==> config.mk <==
export PLATFORM = sky130hd
export DESIGN_NAME = midi_rx
export DESIGN_NICKNAME = d
export VERILOG_FILES = /design/src/rtl/midi_rx.sv
export SDC_FILE = /design/constraint.sdc
export NUM_CORES = 1
export LEC_CHECK = 0
export CAP_MARGIN = 20
export CELL_PAD_IN_SITES_DETAIL_PLACEMENT = 1
export CELL_PAD_IN_SITES_GLOBAL_PLACEMENT = 2
export CORE_UTILIZATION = 38
export CTS_CLUSTER_DIAMETER = 100
export DETAILED_ROUTE_END_ITERATION = 8
export HOLD_SLACK_MARGIN = 0.03
export PLACE_DENSITY = 0.76
export SYNTH_ARGS = -nofsm -noshare
export SYNTH_HDL_FRONTEND = slang
export SYNTH_SLANG_ARGS = --single-unit
export TNS_END_PERCENT = 30
==> constraint.sdc <==
create_clock -name clock -period 3.9 [get_ports clock]
set_clock_uncertainty 0.2 [all_clocks]
set_input_delay 1.17 -clock clock [delete_from_list [all_inputs] [get_ports clock]]
set_output_delay 1.17 -clock clock [all_outputs]
set_load 0.05 [all_outputs]
==> src/rtl/midi_rx.sv <==
// midi_rx: 31250-baud MIDI UART receiver with a 4-byte FIFO and CPU read port.
// Ports: clock/reset (sync, low), ce oversample enable, rx serial line,
//   iorq/rd (low) + cs + a CPU read (a=0 data, a=1 status), q read data,
//   irq high while the FIFO holds data.
`timescale 1ns/1ps
module midi_rx #(
  parameter int DIV = 7
) (
  input  logic       clock,
  input  logic       reset,
  input  logic       ce,
  input  logic       rx,
  input  logic       iorq,
  input  logic       rd,
  input  logic       cs,
  input  logic       a,
  output logic [7:0] q,
  output logic       irq
);

  typedef enum logic [2:0] {
    IDLE, START, DATA, STOP, WAITHI
  } state_t;

  localparam int CW = (DIV > 1) ? $clog2(DIV) : 1;
  localparam logic [CW-1:0] CMAX = CW'(DIV - 1);

  state_t state, state_n;

  logic          rx_m, rx_s;
  logic [CW-1:0] cnt;
  logic          tick;
  logic [3:0]    sub;
  logic [2:0]    bitn;
  logic [7:0]    sh;
  logic          push, ferr_set, shift_en;

  logic [7:0] mem [4];
  logic [1:0] wp, rp;
  logic [2:0] count;
  logic       ovr, ferr;
  logic       empty, full;
  logic       acc, d_acc, s_acc;
  logic       d_acc_q, s_acc_q;
  logic       pop, s_end;
  logic       pop_ok, push_ok, ovr_set;
  logic [7:0] status;

  always_ff @(posedge clock) begin
    if (!reset) begin
      rx_m <= 1'b1;
      rx_s <= 1'b1;
    end else begin
      rx_m <= rx;
      rx_s <= rx_m;
    end
  end

  assign tick = ce && (cnt == CMAX);

  always_ff @(posedge clock) begin
    if (!reset || state == IDLE) begin
      cnt <= '0;
    end else if (ce) begin
      cnt <= tick ? '0 : cnt + 1'b1;
    end
  end

  always_ff @(posedge clock) begin
    if (!reset) begin
      state <= IDLE;
    end else begin
      state <= state_n;
    end
  end

  always_comb begin
    state_n  = state;
    push     = 1'b0;
    ferr_set = 1'b0;
    shift_en = 1'b0;
    unique case (state)
      IDLE: begin
        if (!rx_s) state_n = START;
      end
      START: begin
        if (tick && sub == 4'd7) begin
          state_n = rx_s ? IDLE : DATA;
        end
      end
      DATA: begin
        if (tick && sub == 4'hf) begin
          shift_en = 1'b1;
          if (bitn == 3'd7) state_n = STOP;
        end
      end
      STOP: begin
        if (tick && sub == 4'hf) begin
          if (rx_s) begin
            push    = 1'b1;
            state_n = IDLE;
          end else begin
            ferr_set = 1'b1;
            state_n  = WAITHI;
          end
        end
      end
      WAITHI: begin
        if (rx_s) state_n = IDLE;
      end
      default: state_n = IDLE;
    endcase
  end

  // sub restarts at the mid start bit so later
  // samples land every 16 ticks from there
  always_ff @(posedge clock) begin
    if (!reset) begin
      sub  <= '0;
      bitn <= '0;
      sh   <= '0;
    end else if (state == IDLE) begin
      sub  <= '0;
      bitn <= '0;
    end else if (tick) begin
      if (state == START && sub == 4'd7) begin
        sub <= '0;
      end else begin
        sub <= sub + 1'b1;
      end
      if (shift_en) begin
        sh   <= {rx_s, sh[7:1]};
        bitn <= bitn + 1'b1;
      end
    end
  end

  assign acc   = !iorq && !rd && cs;
  assign d_acc = acc && !a;
  assign s_acc = acc && a;

  // one pop / one flag clear per access,
  // taken on the clock the access goes away
  assign pop   = d_acc_q && !d_acc;
  assign s_end = s_acc_q && !s_acc;

  assign empty   = (count == 3'd0);
  assign full    = (count == 3'd4);
  assign pop_ok  = pop && !empty;
  assign push_ok = push && (!full || pop_ok);
  assign ovr_set = push && full && !pop_ok;

  always_ff @(posedge clock) begin
    if (!reset) begin
      mem <= '{default: '0};
    end else if (push_ok) begin
      mem[wp] <= sh;
    end
  end

  always_ff @(posedge clock) begin
    if (!reset) begin
      wp      <= '0;
      rp      <= '0;
      count   <= '0;
      ovr     <= 1'b0;
      ferr    <= 1'b0;
      d_acc_q <= 1'b0;
      s_acc_q <= 1'b0;
    end else begin
      d_acc_q <= d_acc;
      s_acc_q <= s_acc;
      if (push_ok) wp <= wp + 1'b1;
      if (pop_ok)  rp <= rp + 1'b1;
      count <= count + 3'(push_ok) - 3'(pop_ok);
      ovr   <= ovr_set  | (ovr  & ~s_end);
      ferr  <= ferr_set | (ferr & ~s_end);
    end
  end

  assign status = {3'b000, state != IDLE,
                   ferr, ovr, full, !empty};
  assign q      = a ? status : mem[rp];
  assign irq    = !empty;

endmodule

==> impl_results.md, run 1 <==
- Antenna diode count: 0
- Worst-Margin Slew: roughly 540 ps
- Number of vias per cell: 5.14
- Buffers added on ports: 16
- Hold crit path type: register to register
- Initial Util: around two fifths
- Period utilization: 94.0%
- GRT Total Usage: 19.0%
- DRT antenna net count: 0
- Final-report hold violation count: 0
- CTS root buffer: clkbuf_8
- Routed vias: about 2400
- Area grow syn2layout: 18.4%
- Final wirelength: ~7200 um
- PD cells: around 350 nW/um^2
- Main synth FF type: dfxtp_1
- Wire per inst: around 16 um
- Largest net degree at the start of global routing: 36
- Slew headroom: between 60% and 70%
- Yosys Warn Count: 0
- H-tree depth: 3
- Largest stage delay, worst path: around 600 ps
- Final-report setup violation count: 0
- Pre-antenna DRT Iters: 5
- Initial DRC Count: 50
- Leakage power: 1.50 nW
- CP max FO: 3
- Worst-skew pair later-pin latency: 340 ps
- Cell area after layout: between 3000 and 4000 um^2
- Max cap viols: 0
- CTS tree: yes
- Worst Setup Start Kind: input pin
- Critical path class: input pin to register
- Setup TNS: 0 ps
- CP Capture Type: register
- Area after DPL: roughly 3500 um^2
- Number of global-route vias before repair: 2512
- Status: finished clean
- Crit path arrival time: 3680 ps
- DRC violation count after routing: 0
- DIE WIDTH: approximately 93 um
- CTS buffer count: 9
- Top cell family by delay on the critical path: simple AND/OR/NAND/NOR gates
- Seq cells post-synth: between 60 and 70
- CTS Buffer Depth: 2
- Io pins: 17
- Die Ht: 92.5 um
- Nets: 375
- CTS sink cnt: 66
- Grt total ovfl: 0
- Synth area leaders: dfxtp_1 42%, mux2i_1 11%, nand2_1 10%
- Yosys cell types: 40
- Area leader, netlist: dfxtp_1
- Post-synth top area share: a little over two fifths
- Crit path buffers/inverters: 3
- Critical Path RT: roughly 4000 ps
- Net Count, Synth: 353
- Number of synthesized flops with an enable pin: 0
- Slowest CP cell: or4b_1
- First-pass GRT wire length: about 12000 um
- VDD IR max: 213 uV
- Final min period: between 3000 and 4000 ps
- Peak Freq: between 200 and 300 MHz
- Core footprint: around 7800 um^2
- Post-detail-place hpwl: ~5000 um
- DIE AREA: 8560 um^2
- CTS clock-pin slew for the worst setup and hold paths: 70 ps
- Ordered list of cells on the worst path: clkdlybuf4s50_1 -> or4b_1 -> a21boi_2 -> or4_1 -> ha_1 -> inv_1 -> ha_1 -> inv_1 -> fa_1 -> xor2_1 -> xnor2_1 -> nor2_1
- Cells after Synth: 333
- RSZ-0062 raised after global routing: no
- Slew Viols, Final: 0
- Sequential share of the synthesized area: 42.4%
- Ys async rst share: 0%
- Netlist Area Pre-Place: 3120 um^2
- Share of layout cells above drive strength 1: 17.0%
- Rows: 32
- Syn avg cell area: between 9 and 10 um^2
- Routability congestion estimate: slightly above 0.7
- Initial antenna violation count: 0
==> synthesized netlist by cell type, types with 2 or more instances <==
cell type  count
nand2b_1       4
buf_6          4
nor4_1         4
and4_1         2
inv_1          8
clkbuf_1      17
nor2_1        18
a21oi_1       16
dfxtp_1       66
mux2i_1       35
mux2_2         3
or4_1          3
xnor2_1        4
o21ai_0        4
nand4_1        4
mux4_2         8
buf_2          2
o31ai_1        3
ha_1          11
and2_1         4
and3_1         2
xor2_1         4
or3_1          2
nor2b_1        2
nor3_1         4
nand2_1       83
or4_4          3
==> cell usage in the layout (no fill, tap or decap), types with 4 or more instances in the layout <==
cell and instances:
a21oi_1 16, and2_1 4, buf_12 7, buf_4 15
clkbuf_8 11, clkdlybuf4s50_1 6, dfxtp_1 66, ha_1 11
inv_1 7, mux2i_1 35, mux4_2 8, nand2_1 83
nand2b_1 4, nand4_1 4, nor2_1 18, nor3_1 4
nor4_1 4, xnor2_1 4, xor2_1 4
==> where the power goes <==
| group | total [mW] | internal [mW] | switching [mW] |
|---|---|---|---|
| clock network | 0.566 | 0.321 | 0.245 |
| registers | 0.682 | 0.677 | 0.00551 |
| logic | 0.0563 | 0.0247 | 0.0317 |
| total | 1.30 | 1.02 | 0.282 |
==> registers in the layout, indices dropped and copies added, names as in the netlist <==
register,count
rp,2
mem,32
sub,4
ovr,1
d_acc_q,1
s_acc_q,1
state,3
ferr,1
sh,8
bitn,3
rx_s,1
wp,2
rx_m,1
count,3
cnt,3
==> path summary, 6_finish.rpt <==
check	startpoint	endpoint	slack (ps)	depth (start not counted)
setup / recovery	iorq	count[2]$_SDFF_PN0_	240	12
hold / removal	rx_m$_SDFF_PN1_	rx_s$_SDFF_PN1_	220	1
setup reg to reg	sub[0]$_SDFFE_PP0P_	count[2]$_SDFF_PN0_	1080	11
hold reg to reg	rx_m$_SDFF_PN1_	rx_s$_SDFF_PN1_	220	1
==> metal layers <==
layer / GRT usage (%) / vias up / part of all wire, %
li1: - / 1179 / -
met5: 0 / - / 0
met2: 32.2 / 25 / 47
met1: 23.8 / 1154 / 49
met4: 5.08 / 0 / 0.95
met3: 5.17 / 7 / 2.9
==> kinds of logic after synthesis <==
kind of cell	synth area share (%)
simple gates	22.1
flops	42.4
mux	18.1
buf+inv	4.90
compound gates	5.14
fa+ha+maj	5.06
xor+xnor	2.25
==> worst register-to-register path, cell delays in order (launching register included) <==
cell	delay [ps]
dfxtp_1	370
ha_1	210
nand4_1	150
or4_1	530
ha_1	290
inv_1	50
ha_1	120
inv_1	50
fa_1	370
xor2_1	170
xnor2_1	140
nor2_1	60
==> metrics by stage <==
step / worst slack [ps] / hold slack, ps / instances / utilization, % / total power [mW]
floorplan: 32.9 / 186 / 333 / - / 0.725
global placement: -38.4 / 193 / 443 / 44.1 / 0.751
detailed placement: -145 / 197 / 444 / 44.1 / 0.752
CTS: 3.26 / 225 / 460 / 47.0 / 1.32
global route: 61.1 / 238 / 460 / 47.0 / 1.35
finish: 236 / 221 / 460 / 47.0 / 1.30
==> cell type report <==
cell class	instances	area (um^2)
clock buffer	11	151
clock inverter	3	40.0
fill	918	4160
inverter	9	37.5
multi-input combinational	235	1640
sequential	66	1320
tap	102	128
timing repair buffer	34	369
==> repair_timing <==
action                                  CTS  global route
endpoints found under the setup margin    3             5
setup buffers                             2             0
gates resized for setup                   5             1
hold buffers                              0             0
hold endpoints to repair                  0             0
Note: power is estimated with default switching activity, not from simulation.
==> inputs of run 2 (changes only) <==
- CORE_MARGIN: unset -> 10
==> impl_results.md, run 2 (synthesis gave the netlist of run 1 again) <==
- DRT antenna net count: 0 (unchanged)
- CTS clock-pin slew for the worst setup and hold paths: 70 ps (about the same)
- Pre-antenna DRT Iters: 4 (was 5)
- Largest net degree at the start of global routing: 36 (unchanged)
- DIE WIDTH: 111 um (was 92.5 um)
- DIE AREA: 12200 um^2 (was 8560 um^2)
- CTS Buffer Depth: 2 (unchanged)
- R2r setup slk: 1100 ps (was 1080 ps)
- Area grow syn2layout: 18.1% (was 18.4%)
- Critical path class: input pin to register (unchanged)
- DRC violation count after routing: 0 (unchanged)
- Routed vias: 2390 (was 2365)
- R2R cell count: 12 (was 11)
- Rows: 32 (unchanged)
- Biggest regs: mem: 32 flops, sh: 8 flops, sub: 4 flops (unchanged)
- Most common cell after layout, fill and taps aside: nand2_1 (unchanged)
- Initial Util: 39.7% (unchanged)
- Max cap viols: 0 (unchanged)
- GRT Total Usage: 12.4% (was 19.0%)
- Hold crit path type: register to register (unchanged)
- VDD IR max: 147 uV (was 213 uV)
- CP Capture Type: register (unchanged)
- CTS root buffer: clkbuf_8 (unchanged)
- Worst Setup Start Kind: input pin (unchanged)
- Util after Layout: 46.9% (was 47.0%)
- Post-detail-place hpwl: 5170 um (was 5120 um)
- Worst R2R End: count[2]$_SDFF_PN0_ (unchanged)
- Share of layout cells above drive strength 1: 16.8% (was 17.0%)
- CP max FO: 3 (unchanged)
- Met3 usage: 2.43% (was 5.17%)
- Worst-skew pair later-pin latency: 350 ps (was 340 ps)
- Final min period: 3620 ps (was 3660 ps)
- R2R Path Start: cnt[0]$_SDFFE_PP0P_ (was sub[0]$_SDFFE_PP0P_)
- Critical Path RT: 3930 ps (was 3910 ps)
- Fillers: 928 (was 918)
- CTS buffer count: 9 (unchanged)
- Most frequent cells in the layout: 83 x nand2_1, 66 x dfxtp_1, 35 x mux2i_1, 18 x nor2_1, 16 x a21oi_1 (unchanged)
- Max FFs per register: 32 (unchanged)
- Nets: 373 (was 375)
- Slew Viols, Final: 0 (unchanged)
- CTS sink cnt: 66 (unchanged)
- PD cells: 353 nW/um^2 (was 354 nW/um^2)
- CTS tree: yes (unchanged)
- Most Crowded Layer GR: met2 (unchanged)
- Initial antenna violation count: 0 (unchanged)
- Final-report hold violation count: 0 (unchanged)
- Die Ht: 111 um (was 92.5 um)
- Hold Slack: 207 ps (was 221 ps)
- Final wirelength: 7300 um (was 7230 um)
- Number of global-route vias before repair: 2429 (was 2512)
- RSZ-0062 raised after global routing: no (unchanged)
- Leakage power: 1.49 nW (was 1.50 nW)
- Io pins: 17 (unchanged)
- Number of vias per cell: 5.20 (was 5.14)
- Final-report setup violation count: 0 (unchanged)
- H-tree depth: 3 (unchanged)
- Worst hold start: rx_m$_SDFF_PN1_ (unchanged)
- Routability congestion estimate: 0.750 (was 0.711)
- Met1 GRT Util: 16.7% (was 23.8%)
- Hold Path Sink: rx_s$_SDFF_PN1_ (unchanged)
- Largest Register: mem (unchanged)
- Status: finished clean (unchanged)
- Grt total ovfl: 0 (unchanged)
- Met2 Use GR: 18.4% (was 32.2%)
- First-pass GRT wire length: 12500 um (was 12300 um)
- Wire per inst: 15.9 um (was 15.7 um)
- Worst-Margin Slew: 576 ps (was 542 ps)
- Peak Freq: 276 MHz (was 273 MHz)
- Period utilization: 92.8% (was 94.0%)
- Initial DRC Count: 77 (was 50)
- Hold path cells: 1 (unchanged)
- Antenna diode count: 0 (unchanged)
- Crit path arrival time: 3650 ps (was 3680 ps)
- Core footprint: 7850 um^2 (unchanged)
- Buffers added on ports: 16 (unchanged)
- Slew headroom: 61.4% (was 63.6%)
- Area of the multi-input gates: 1640 um^2 (unchanged)
- Reg area: 1320 um^2 (unchanged)
run 2: worst max path at each step:
stage	startpoint	end	cells after the start
6_report	iorq	count[2]$_SDFF_PN0_	12
5_1_grt	iorq	count[2]$_SDFF_PN0_	12
4_1_cts	a	q[0]	5
3_5_place_dp	iorq	count[2]$_SDFF_PN0_	12
3_3_place_gp	a	count[2]$_SDFF_PN0_	12
2_1_floorplan	a	q[4]	3
run 2: timing repair:
| item | CTS | global route |
|---|---|---|
| gates resized for setup | 0 | 5 |
| hold buffers | 0 | 0 |
| endpoints found under the setup margin | 3 | 7 |
| setup buffers | 0 | 1 |
run 2: per-stage QoR:
| stage | area, um^2 | power (mW) | setup TNS (ps) | cells | worst slack (ps) |
|---|---|---|---|---|---|
| 2_1_floorplan | 3120 | 0.725 | 0 | 333 | 32.9 |
| 3_3_place_gp | 3460 | 0.752 | -60.1 | 443 | -52.3 |
| 3_5_place_dp | 3460 | 0.752 | -143 | 443 | -103 |
| 4_1_cts | 3640 | 1.31 | -110 | 459 | -43.0 |
| 5_1_grt | 3680 | 1.35 | 0 | 460 | 81.8 |
| 6_report | 3680 | 1.30 | 0 | 460 | 280 |
run 2: where the power goes:
| group | internal [mW] | switching [mW] |
|---|---|---|
| logic | 0.0257 | 0.0313 |
| registers | 0.677 | 0.00552 |
| clock network | 0.291 | 0.269 |
run 2: critical path, cell delays in order:
cell             delay, ps
clkdlybuf4s50_1        400
or4b_1                 590
a21boi_2               190
or4_1                  130
ha_1                   210
inv_1                   50
ha_1                   120
inv_1                   40
fa_1                   360
xor2_1                 160
xnor2_1                140
nor2_1                  50
run 2: layer usage:
metal,up-vias,part of all wire (%)
li1,1176,-
met4,0,1.7
met1,1181,52
met5,-,0
met3,10,2.0
met2,23,45
run 2: layout make-up:
type,instances,share of cell area (%)
inverter,9,1.02
multi-input combinational,235,44.6
timing repair buffer,32,9.93
clock inverter,6,1.56
sequential,66,35.9
clock buffer,10,3.47
tap,102,3.47
